**config.mk**
```make
export PLATFORM = sky130hd
export DESIGN_NAME = fifo_fwft_reader
export DESIGN_NICKNAME = d
export VERILOG_FILES = /design/src/rtl/fifo_pkg.sv /design/src/rtl/fifo_skid_buf.sv /design/src/rtl/fifo_fwft_reader.sv
export SDC_FILE = /design/constraint.sdc
export NUM_CORES = 1
export LEC_CHECK = 0
export BUFFER_PORTS_ARGS = -buffer_cell sky130_fd_sc_hd__buf_4
export CELL_PAD_IN_SITES_DETAIL_PLACEMENT = 1
export CELL_PAD_IN_SITES_GLOBAL_PLACEMENT = 1
export CORE_AREA = 2 2 68 70
export CTS_CLUSTER_SIZE = 28
export DETAILED_ROUTE_END_ITERATION = 8
export DIE_AREA = 0 0 70 72
export PLACE_DENSITY_LB_ADDON = 0.1
export SLEW_MARGIN = 20
export SYNTH_ARGS = -nofsm -noshare
export SYNTH_HDL_FRONTEND = slang
export SYNTH_SLANG_ARGS = --single-unit
```
**constraint.sdc**
```tcl
create_clock -name rd_clk -period 2.1 [get_ports rd_clk]
set_clock_uncertainty 0.05 [all_clocks]
set_input_delay 0.42 -clock rd_clk [delete_from_list [all_inputs] [get_ports rd_clk]]
set_output_delay 0.42 -clock rd_clk [all_outputs]
set_load 0.1 [all_outputs]
```
**src/rtl/fifo_pkg.sv**
```systemverilog
// Shared types and defaults for the FIFO read-side consumer.
// Occupancy encoding doubles as the word count held in the output buffer.
package fifo_pkg;

  localparam int unsigned DefWidth = 8;
  localparam int unsigned DefCntW  = 16;

  typedef enum logic [1:0] {
    OccEmpty = 2'd0,
    OccOne   = 2'd1,
    OccTwo   = 2'd2
  } occ_e;

  function automatic logic [1:0] occ_words(occ_e occ);
    return 2'(occ);
  endfunction

endpackage

```
**src/rtl/fifo_skid_buf.sv**
```systemverilog
// Two-entry head/skid output buffer with occupancy FSM.
// head always presents the oldest word; skid only holds a word while head is blocked.
module fifo_skid_buf
  import fifo_pkg::*;
#(
  parameter int unsigned WIDTH = DefWidth
) (
  input  logic             clk,
  input  logic             rst,
  input  logic             cap,
  input  logic [WIDTH-1:0] cap_data,
  input  logic             pop,
  output logic             valid,
  output logic [WIDTH-1:0] head,
  output occ_e             occ
);

  occ_e             state_q, state_d;
  logic [WIDTH-1:0] head_q, head_d;
  logic [WIDTH-1:0] skid_q, skid_d;

  always_comb begin
    state_d = state_q;
    head_d  = head_q;
    skid_d  = skid_q;
    unique case (state_q)
      OccEmpty: begin
        if (cap) begin
          head_d  = cap_data;
          state_d = OccOne;
        end
      end
      OccOne: begin
        case ({cap, pop})
          2'b10: begin
            skid_d  = cap_data;
            state_d = OccTwo;
          end
          2'b01: state_d = OccEmpty;
          // Head drains and refills on the same edge.
          2'b11: head_d = cap_data;
          default: ;
        endcase
      end
      OccTwo: begin
        if (pop) begin
          head_d  = skid_q;
          state_d = OccOne;
          if (cap) begin
            skid_d  = cap_data;
            state_d = OccTwo;
          end
        end
      end
      default: state_d = OccEmpty;
    endcase
  end

  always_ff @(posedge clk) begin
    if (rst) begin
      state_q <= OccEmpty;
      head_q  <= '0;
      skid_q  <= '0;
    end else begin
      state_q <= state_d;
      head_q  <= head_d;
      skid_q  <= skid_d;
    end
  end

  assign valid = (state_q != OccEmpty);
  assign head  = head_q;
  assign occ   = state_q;

endmodule

```
**src/rtl/fifo_fwft_reader.sv**
```systemverilog
// Turns a standard-mode FIFO read port into a first-word-fall-through valid/ready stream.
// Reads are issued only when the buffer can absorb every word already committed.
module fifo_fwft_reader
  import fifo_pkg::*;
#(
  parameter int unsigned WIDTH = DefWidth,
  parameter int unsigned CNT_W = DefCntW
) (
  input  logic             rd_clk,
  input  logic             rd_rst,
  input  logic             en,
  input  logic             fifo_empty,
  output logic             rd_en,
  input  logic [WIDTH-1:0] rd_data,
  output logic             m_valid,
  input  logic             m_ready,
  output logic [WIDTH-1:0] m_data,
  output logic [CNT_W-1:0] word_cnt
);

  logic             pop;
  logic             inflight_q;
  logic [CNT_W-1:0] word_cnt_q;
  logic [1:0]       committed;
  occ_e             occ;

  assign pop = m_valid && m_ready;

  // pop implies occ >= 1, so this never underflows; max value is 2.
  always_comb begin
    committed = occ_words(occ) + {1'b0, inflight_q} - {1'b0, pop};
    rd_en     = !rd_rst && en && !fifo_empty && (committed < 2'd2);
  end

  always_ff @(posedge rd_clk) begin
    if (rd_rst) begin
      inflight_q <= 1'b0;
      word_cnt_q <= '0;
    end else begin
      inflight_q <= rd_en;
      if (pop) begin
        word_cnt_q <= word_cnt_q + 1'b1;
      end
    end
  end

  fifo_skid_buf #(
    .WIDTH(WIDTH)
  ) u_buf (
    .clk     (rd_clk),
    .rst     (rd_rst),
    .cap     (inflight_q),
    .cap_data(rd_data),
    .pop     (pop),
    .valid   (m_valid),
    .head    (m_data),
    .occ     (occ)
  );

  assign word_cnt = word_cnt_q;

endmodule

```
Yosys cells after proc, flatten, opt, wreduce, memory -nomap -nowiden
Cells that the tools add are included.
{"block": "totals", "reg_bits": 35, "output_inout_bits": 26, "wordCells": 45}
{"block": "classes", "n_addsub": 3, "n_lt_le_gt_ge": 1, "eq_ne": 11, "n_mux": 12, "n_reduce_logical": 13}
{"cell": "8-bit 2-to-1 mux", "n": 5}
{"cell": "8-bit case mux with 3 select lines", "n": 1}
{"cell": "16-bit by 1-bit adder with 16-bit output, second input constant", "n": 1}
{"cell": "8-bit case mux with 2 select lines", "n": 1}
{"cell": "2-bit inequality test, second input constant", "n": 4}
{"cell": "4-bit AND reduction", "n": 2}
{"cell": "2-bit == test, second input constant", "n": 3}
{"cell": "2-bit 2-to-1 mux", "n": 3}
{"cell": "2-bit case mux with 3 select lines", "n": 1}
{"cell": "2-bit by 1-bit == test with 1-bit output, second input constant", "n": 2}
{"cell": "1-bit logical AND", "n": 4}
{"cell": "2-bit case mux with 2 select lines", "n": 1}
{"cell": "2-bit nonzero test", "n": 2}
{"cell": "3-bit by 2-bit inequality test with 1-bit output, second input constant", "n": 1}
{"cell": "3-bit AND reduction", "n": 1}
{"cell": "3-bit nonzero test", "n": 1}
{"cell": "2-bit by 1-bit adder with 2-bit output", "n": 1}
{"cell": "1-bit logical NOT", "n": 2}
{"cell": "2-bit logical NOT", "n": 1}
{"cell": "2-bit less-than comparator, second input constant", "n": 1}
{"cell": "2-bit by 1-bit inequality test with 1-bit output, second input constant", "n": 1}
{"cell": "2-bit by 1-bit subtractor with 2-bit output", "n": 1}

Depth between registers and ports, before layout
Gate-level depths: netlist of run 1.
{"block": "logic_depth", "ltp_word": 5, "mapped_depth": 6}

Hierarchy
A second synthesis of run 1 with hierarchy kept.
{"block": "unflattened", "hier_cells": 182, "hier_area_um2": 1794.2}
{"module": "fifo_skid_buf", "instances": 1, "cells_each": 90, "area_each_um2": 963.4, "seq_area_each_um2": 360.3}
{"module": "fifo_fwft_reader", "instances": 1, "cells_each": 92, "area_each_um2": 830.8, "seq_area_each_um2": 340.3}

Worst setup path after synthesis of run 1
OpenSTA, ideal clock, no wires.
{"block": "synth_path", "path_type": "register to register", "from": "reg word_cnt_q[5] (netlist: word_cnt[5])", "to": "reg word_cnt_q[14] (netlist: word_cnt[14])", "arrival_ps": 2462, "t_required_ps": 1980, "slack_ps": -483, "path_stages_with_launch": 5, "n_path_buf": 0, "synth_period_minus_slack_ps": 2583, "cell_sequence": "dfxtp_1 nand4_4 or4_4 or4_1 a21oi_1"}
{"block": "synth_via", "elab_chain_cells": 1}
{"item": "start: declaration", "line": "fifo_fwft_reader.sv:23", "source": "logic [CNT_W-1:0] word_cnt_q;"}
{"item": "start signal: assignment", "line": "fifo_fwft_reader.sv:42", "source": "word_cnt_q <= word_cnt_q + 1'b1;"}
{"item": "16-bit by 1-bit adder with 16-bit output", "line": "fifo_fwft_reader.sv:42"}
No other way between the ends.
A chain may end at the register's enable or synchronous reset.

Final worst setup path of run 1
{"block": "layout_path", "from": "reg inflight_q", "to": "out rd_en"}
{"block": "layout_via", "elab_chain_cells": 4}
{"item": "start: declaration", "line": "fifo_fwft_reader.sv:22", "source": "logic inflight_q;"}
{"item": "start signal: assignment", "line": "fifo_fwft_reader.sv:40", "source": "inflight_q <= rd_en;"}
{"item": "2-bit by 1-bit adder with 2-bit output", "line": "fifo_fwft_reader.sv:31", "source": "committed = occ_words(occ) + {1'b0, inflight_q} - {1'b0, pop};"}
{"item": "2-bit by 1-bit subtractor with 2-bit output", "line": "fifo_fwft_reader.sv:31"}
{"item": "2-bit less-than comparator", "line": "fifo_fwft_reader.sv:32", "source": "rd_en = !rd_rst && en && !fifo_empty && (committed < 2'd2);"}
{"item": "1-bit logical AND", "line": "fifo_fwft_reader.sv:32"}
{"item": "end: declaration", "line": "fifo_fwft_reader.sv:13", "source": "output logic rd_en,"}
No other way between the ends.

==> results of run 1 <==
repair_timing:
| action | in CTS | in global routing |
|---|---|---|
| buffers inserted | 0 | 0 |
| gates resized for setup | 1 | 2 |
| gates cloned | 0 | 0 |
| setup endpoints to repair | 1 | 1 |
| endpoints found under the hold margin | 0 | 0 |
report_power, final:
part	internal (mW)	switching [mW]
registers	0.674	0.0124
logic	0.0566	0.152
clock network	0.336	0.248
metal layers:
layer	up-vias	part of all wire [%]
met5	-	0
met4	0	1.6
met3	6	3.6
met2	25	49
met1	664	45
li1	705	-
registers in the layout, indices dropped and copies added, names as in the netlist:
| signal | count |
|---|---|
| word_cnt | 16 |
| u_buf.skid_q | 8 |
| u_buf.occ | 2 |
| inflight_q | 1 |
| u_buf.head | 8 |
Yosys cell counts:
cell	instances	share of area (%)
a21oi_1	7	2.2
nor2_1	36	8.4
nor3_1	3	0.93
nand2b_1	1	0.39
or4_4	1	0.70
inv_1	4	0.93
nand4_1	2	0.78
mux2_2	1	0.70
o22a_1	1	0.54
o21ai_0	1	0.31
and3_1	2	0.78
nand3_1	7	2.2
o2bb2ai_1	1	0.54
nor3b_1	2	0.93
or3_2	1	0.47
nor2b_1	3	1.2
o211a_1	1	0.62
a31oi_1	1	0.39
a211oi_1	8	3.7
and4_1	1	0.54
o21ai_2	1	0.54
clkbuf_1	8	1.9
a31o_2	1	0.54
nand4_4	1	1.3
nand2_1	7	1.6
xor2_1	4	2.2
o31ai_1	1	0.47
mux2i_1	18	11
o211ai_2	1	0.78
nor4_1	3	1.2
xnor2_1	7	3.8
buf_1	1	0.23
or4_1	1	0.47
and3b_1	1	0.54
or2_2	1	0.39
dfxtp_1	35	44
ha_1	1	0.78
o311a_1	2	1.2
cell families after synthesis:
group,count (synthesis)
buf+inv,13
xor+xnor,11
simple gates,73
flops,35
compound gates,26
mux,19
fa+ha+maj,1
cell type report:
class                   instances  area, µm²
fillers                       510       2170
inverters                       4       15.0
clock buffers                   7        108
multi-input cells             130        860
clock inverters                 1       5.00
repair buffers                 42        315
flip-flops and latches         35        731
well taps                      52       65.1
cells in the final DEF, fill, tap and decap left out, types with 2 or more instances in the layout:
cell type,instances
buf_4,42
nor2_1,36
dfxtp_1,19
mux2i_1,18
dfxtp_2,12
a211oi_1,8
a21oi_1,7
nand3_1,7
nand2_1,7
xnor2_1,7
clkbuf_8,6
inv_1,4
xor2_1,4
dfxtp_4,4
nor2b_1,3
nor4_1,3
nor3_1,3
and3_1,2
nor3b_1,2
nand4_1,2
worst register-to-register path, cell delays in order, from the launching register on:
cell     delay [ns]
dfxtp_4        0.40
nand4_4        0.13
or4_4          0.58
or4_1          0.49
a21oi_1        0.16
path summary, 6_finish.rpt:
kind	from	endpoint	slack [ns]	cells after the start
worst max-delay path	inflight_q	rd_en	0.08	4
worst min-delay path	rd_data[7]	u_buf.skid_q[7]	0.32	3
worst max register to register	word_cnt[4]	word_cnt[14]	0.21	4
worst min register to register	u_buf.skid_q[1]	u_buf.skid_q[1]	0.45	2
==> flow_metrics.env, run 1 <==
export IMPL_status="complete, no violations"
export IMPL_grt_remaining_overflow=0
export IMPL_period_needed_ns=2.02
export IMPL_worst_pin_slew_ns=0.479
export IMPL_layout_drive_gt1_share_pct=34.2
export IMPL_holdBufCountCts=0
export IMPL_die_area_mm2=0.00504
export IMPL_synth_yosys_warnings=0
export IMPL_p_total_mw=1.48
export IMPL_slew_headroom_pct=68.0
export IMPL_cts_root_buf="clkbuf_8"
export IMPL_use_met2_pct=29.3
export IMPL_synth_simple_area_share_pct=22.8
export IMPL_cp_start_kind="register"
export IMPL_drtIter0Drc=44
export IMPL_ant_nets=0
export IMPL_cp_end_kind="output port"
export IMPL_stdcell_count=271
export IMPL_synth_fa_ha_area_share_pct=0.778
export IMPL_clkSlewWorstSetupHoldPaths_ns=0.08
export IMPL_critPathKind="reg -> out"
export IMPL_place_inst=263
export IMPL_clock_path_buffers=2
export IMPL_wl_um=4040
export IMPL_met3_usage_pct=4.72
export IMPL_total_leakage_power_nw=0.965
export IMPL_area_growth_synth_to_final_pct=30.5
export IMPL_grt_most_used_layer="met2"
export IMPL_hp_class="in -> reg"
export IMPL_portBuffers=38
export IMPL_clock_latency_ns=0.29
export IMPL_seq_area_frac_synth_pct=43.6
export IMPL_cellPowerDensity_mw_per_mm2=705
export IMPL_critPathArrivalTime_ns=1.55
export IMPL_io_pin_count=39
export IMPL_synth_mux_area_fraction_pct=11.9
export IMPL_synth_distinct_cells=38
export IMPL_stdcell_area_mm2=0.00210
export IMPL_grt_pass1_vias=1442
export IMPL_cts_made_buffers=5
export IMPL_final_setup_viol_count=0
export IMPL_synth_top_family_by_area="simple AND/OR/NAND/NOR gates"
export IMPL_hpwl_um=3030
export IMPL_place_gp_congestion=0.774
export IMPL_die_width_um=70
export IMPL_initial_core_util_pct=37.7
export IMPL_nets=232
export IMPL_grtUsageTotal_pct=17.2
export IMPL_path_buf_inv=1
export IMPL_max_cap_violations=0
export IMPL_drc=0
export IMPL_vdd_drop_max_mv=0.370
export IMPL_synth_xor_area_share_pct=5.99
export IMPL_rsz0062_at_grt="false"
export IMPL_synth_seq_cells=35
export IMPL_grt_first_pass_wirelength_um=6850
export IMPL_placed_cell_area_mm2=0.00198
export IMPL_grt_max_degree=36
export IMPL_avgSynthCellArea_um2=9.03
export IMPL_synth_nets=192
export IMPL_finalMaxSlewViolations=0
export IMPL_tns_ns=0
export IMPL_fin_crit_sh_pct=96.1
export IMPL_wl_per_cell_um=14.9
export IMPL_first_pass_iters=4
export IMPL_use_met1_pct=20.7
export IMPL_finalHoldViolations=0
export IMPL_syn_inst=178
export IMPL_core_rowCount=24
export IMPL_cts_max_level=2
export IMPL_critPathMaxFanout=9
export IMPL_synth_compound_area_share_pct=11.9
export IMPL_pre_cts_slack_ns=0.153
export IMPL_fp_dieH_um=72
export IMPL_final_util_pct=49.2
export IMPL_crit_slowest_cell="o311a_2"
export IMPL_vias=1400
export IMPL_core_region_area_mm2=0.00426
export IMPL_clock_fmax_mhz=495
export IMPL_viasPerCell=5.17
export IMPL_max_stage_delay_ns=0.40
export IMPL_whs_ns=0.324
export IMPL_required_ns=1.63
export IMPL_n_antenna_cell=0
export IMPL_synth_area_mm2=0.00161
export IMPL_worstPathCellList="nand2b_1, a21oi_1, o311a_2, buf_4"
export IMPL_clock_sinks=35
export IMPL_antenna_found_initial=0
export IMPL_path_delay_family="compound AO/OA/AOI/OAI gates"
export IMPL_worst_slack_ns=0.0812
export IMPL_cts_tree="built"
(Power assumes the default switching activity.)
==> inputs of run 2 (changes only) <==
Settings changed: SETUP_SLACK_MARGIN set to 0.4.
==> flow_metrics.env, run 2 (synthesis results as in run 1) <==
export IMPL_grt_remaining_overflow=0
export IMPL_die_area_mm2=0.00504
export IMPL_wl_per_cell_um=15.2
export IMPL_cellPowerDensity_mw_per_mm2=632
export IMPL_place_inst=263
export IMPL_grt_first_pass_wirelength_um=7270
export IMPL_rsz0062_at_grt="true"
export IMPL_grt_pass1_vias=1540
export IMPL_slew_headroom_pct=74.0
export IMPL_final_cell_mix="buf_4 (47), nor2_1 (36), mux2i_1 (18)"
export IMPL_antenna_found_initial=0
export IMPL_crit_reg2reg_launch="word_cnt[12]"
export IMPL_core_rowCount=24
export IMPL_hpwl_um=3020
export IMPL_vdd_drop_max_mv=0.272
export IMPL_portBuffers=38
export IMPL_fp_dieH_um=72
export IMPL_layout_drive_gt1_share_pct=42.2
export IMPL_core_region_area_mm2=0.00426
export IMPL_hold_start="rd_data[1]"
export IMPL_total_leakage_power_nw=1.04
export IMPL_ant_nets=0
export IMPL_drtIter0Drc=64
export IMPL_tns_ns=0
export IMPL_fillers=493
export IMPL_cts_max_level=2
export IMPL_max_stage_delay_ns=0.37
export IMPL_wl_um=4270
export IMPL_worstPathCellList="and4_4, o311a_4, buf_12"
export IMPL_grt_max_degree=36
export IMPL_r2r_cells=4
export IMPL_period_needed_ns=1.84
export IMPL_cp_start_kind="register"
export IMPL_viasPerCell=5.20
export IMPL_critPathArrivalTime_ns=1.37
export IMPL_drc=0
export IMPL_die_width_um=70
export IMPL_grtUsageTotal_pct=17.8
export IMPL_clock_latency_ns=0.28
export IMPL_clock_fmax_mhz=543
export IMPL_vias=1465
export IMPL_io_pin_count=39
export IMPL_initial_core_util_pct=37.7
export IMPL_path_delay_family="compound AO/OA/AOI/OAI gates"
export IMPL_nets=243
export IMPL_area_growth_synth_to_final_pct=42.7
export IMPL_reg2reg_to="word_cnt[14]"
export IMPL_required_ns=1.63
export IMPL_cp_end_kind="output port"
export IMPL_cts_tree="built"
export IMPL_clock_path_buffers=2
export IMPL_max_cap_violations=0
export IMPL_cts_made_buffers=5
export IMPL_hold_path_endpoint="u_buf.skid_q[1]"
export IMPL_n_antenna_cell=0
export IMPL_finalMaxSlewViolations=0
export IMPL_final_setup_viol_count=0
export IMPL_stdcell_count=282
export IMPL_worst_pin_slew_ns=0.387
export IMPL_clock_sinks=35
export IMPL_finalHoldViolations=0
export IMPL_cts_root_buf="clkbuf_8"
export IMPL_hp_class="in -> reg"
export IMPL_hold_depth=3
export IMPL_path_buf_inv=1
export IMPL_crit_slowest_cell="o311a_4"
export IMPL_layout_commonest_cell="buf_4"
export IMPL_r2r_slack_ns=0.39
export IMPL_status="complete, no violations"
export IMPL_critPathKind="reg -> out"
export IMPL_place_gp_congestion=0.752
export IMPL_first_pass_iters=4
export IMPL_cp_num_cells=3
export IMPL_fin_crit_sh_pct=87.7
export IMPL_largest_reg_flops=16
export IMPL_critPathMaxFanout=4
export IMPL_clkSlewWorstSetupHoldPaths_ns=0.07
[run 2: timing repair]
item                                    in CTS  in global routing
cloned                                       0                  0
pin swaps                                    3                  2
setup buffers                                7                  4
hold buffers                                 0                  0
resized for setup                           18                  7
endpoints found under the setup margin       3                 12
[run 2: power by group]
group | internal (mW) | switching [mW]
clock | 0.299 | 0.246
sequential | 0.660 | 0.0111
combinational | 0.0725 | 0.160
[run 2: per-layer routing]
metal  GRT usage, %  share of wire (%)  up-vias
li1               -                  -      726
met1           22.0                 44      706
met2           31.6                 51       29
met3           3.75                3.8        4
met4           4.49               0.98        0
met5              0                  0        -
[run 2: worst max path at each step]
| stage | slack, ns | endpoint | from |
|---|---|---|---|
| global route | 0.22 | rd_en | inflight_q |
| finish | 0.26 | rd_en | inflight_q |
| detailed placement | 0.21 | rd_en | m_ready |
| global placement | 0.27 | rd_en | m_ready |
| CTS | 0.25 | rd_en | inflight_q |
| floorplan | 0.29 | word_cnt[14] | word_cnt[4] |
[run 2: final cells by class]
class	count	area (µm²)	share of cell area (%)
Tap cell	52	65.1	2.84
Clock buffer	7	96.3	4.20
Clock inverter	1	6.26	0.273
Sequential cell	35	761	33.2
Inverter	4	15.0	0.654
Timing Repair Buffer	53	438	19.1
Multi-Input combinational cell	130	913	39.8
[run 2: per-stage QoR]
step / area [µm²] / setup slack (ns) / utilization [%] / hold slack, ns / total power [mW]
detailed placement: 2020 / 0.211 / 47.4 / 0.436 / 0.903
global route: 2290 / 0.223 / 53.8 / 0.331 / 1.52
finish: 2290 / 0.258 / 53.8 / 0.332 / 1.45
global placement: 2020 / 0.269 / 47.4 / 0.424 / 0.897
CTS: 2240 / 0.246 / 52.4 / 0.324 / 1.46
floorplan: 1690 / 0.292 / - / 0.413 / 0.846
[run 2: tightest hold or removal path: cells and delay by family]
kind	cells	cell delay, ns
and+or+nand+nor	1	0.07
buffers and inverters	1	0.09
muxes	1	0.05
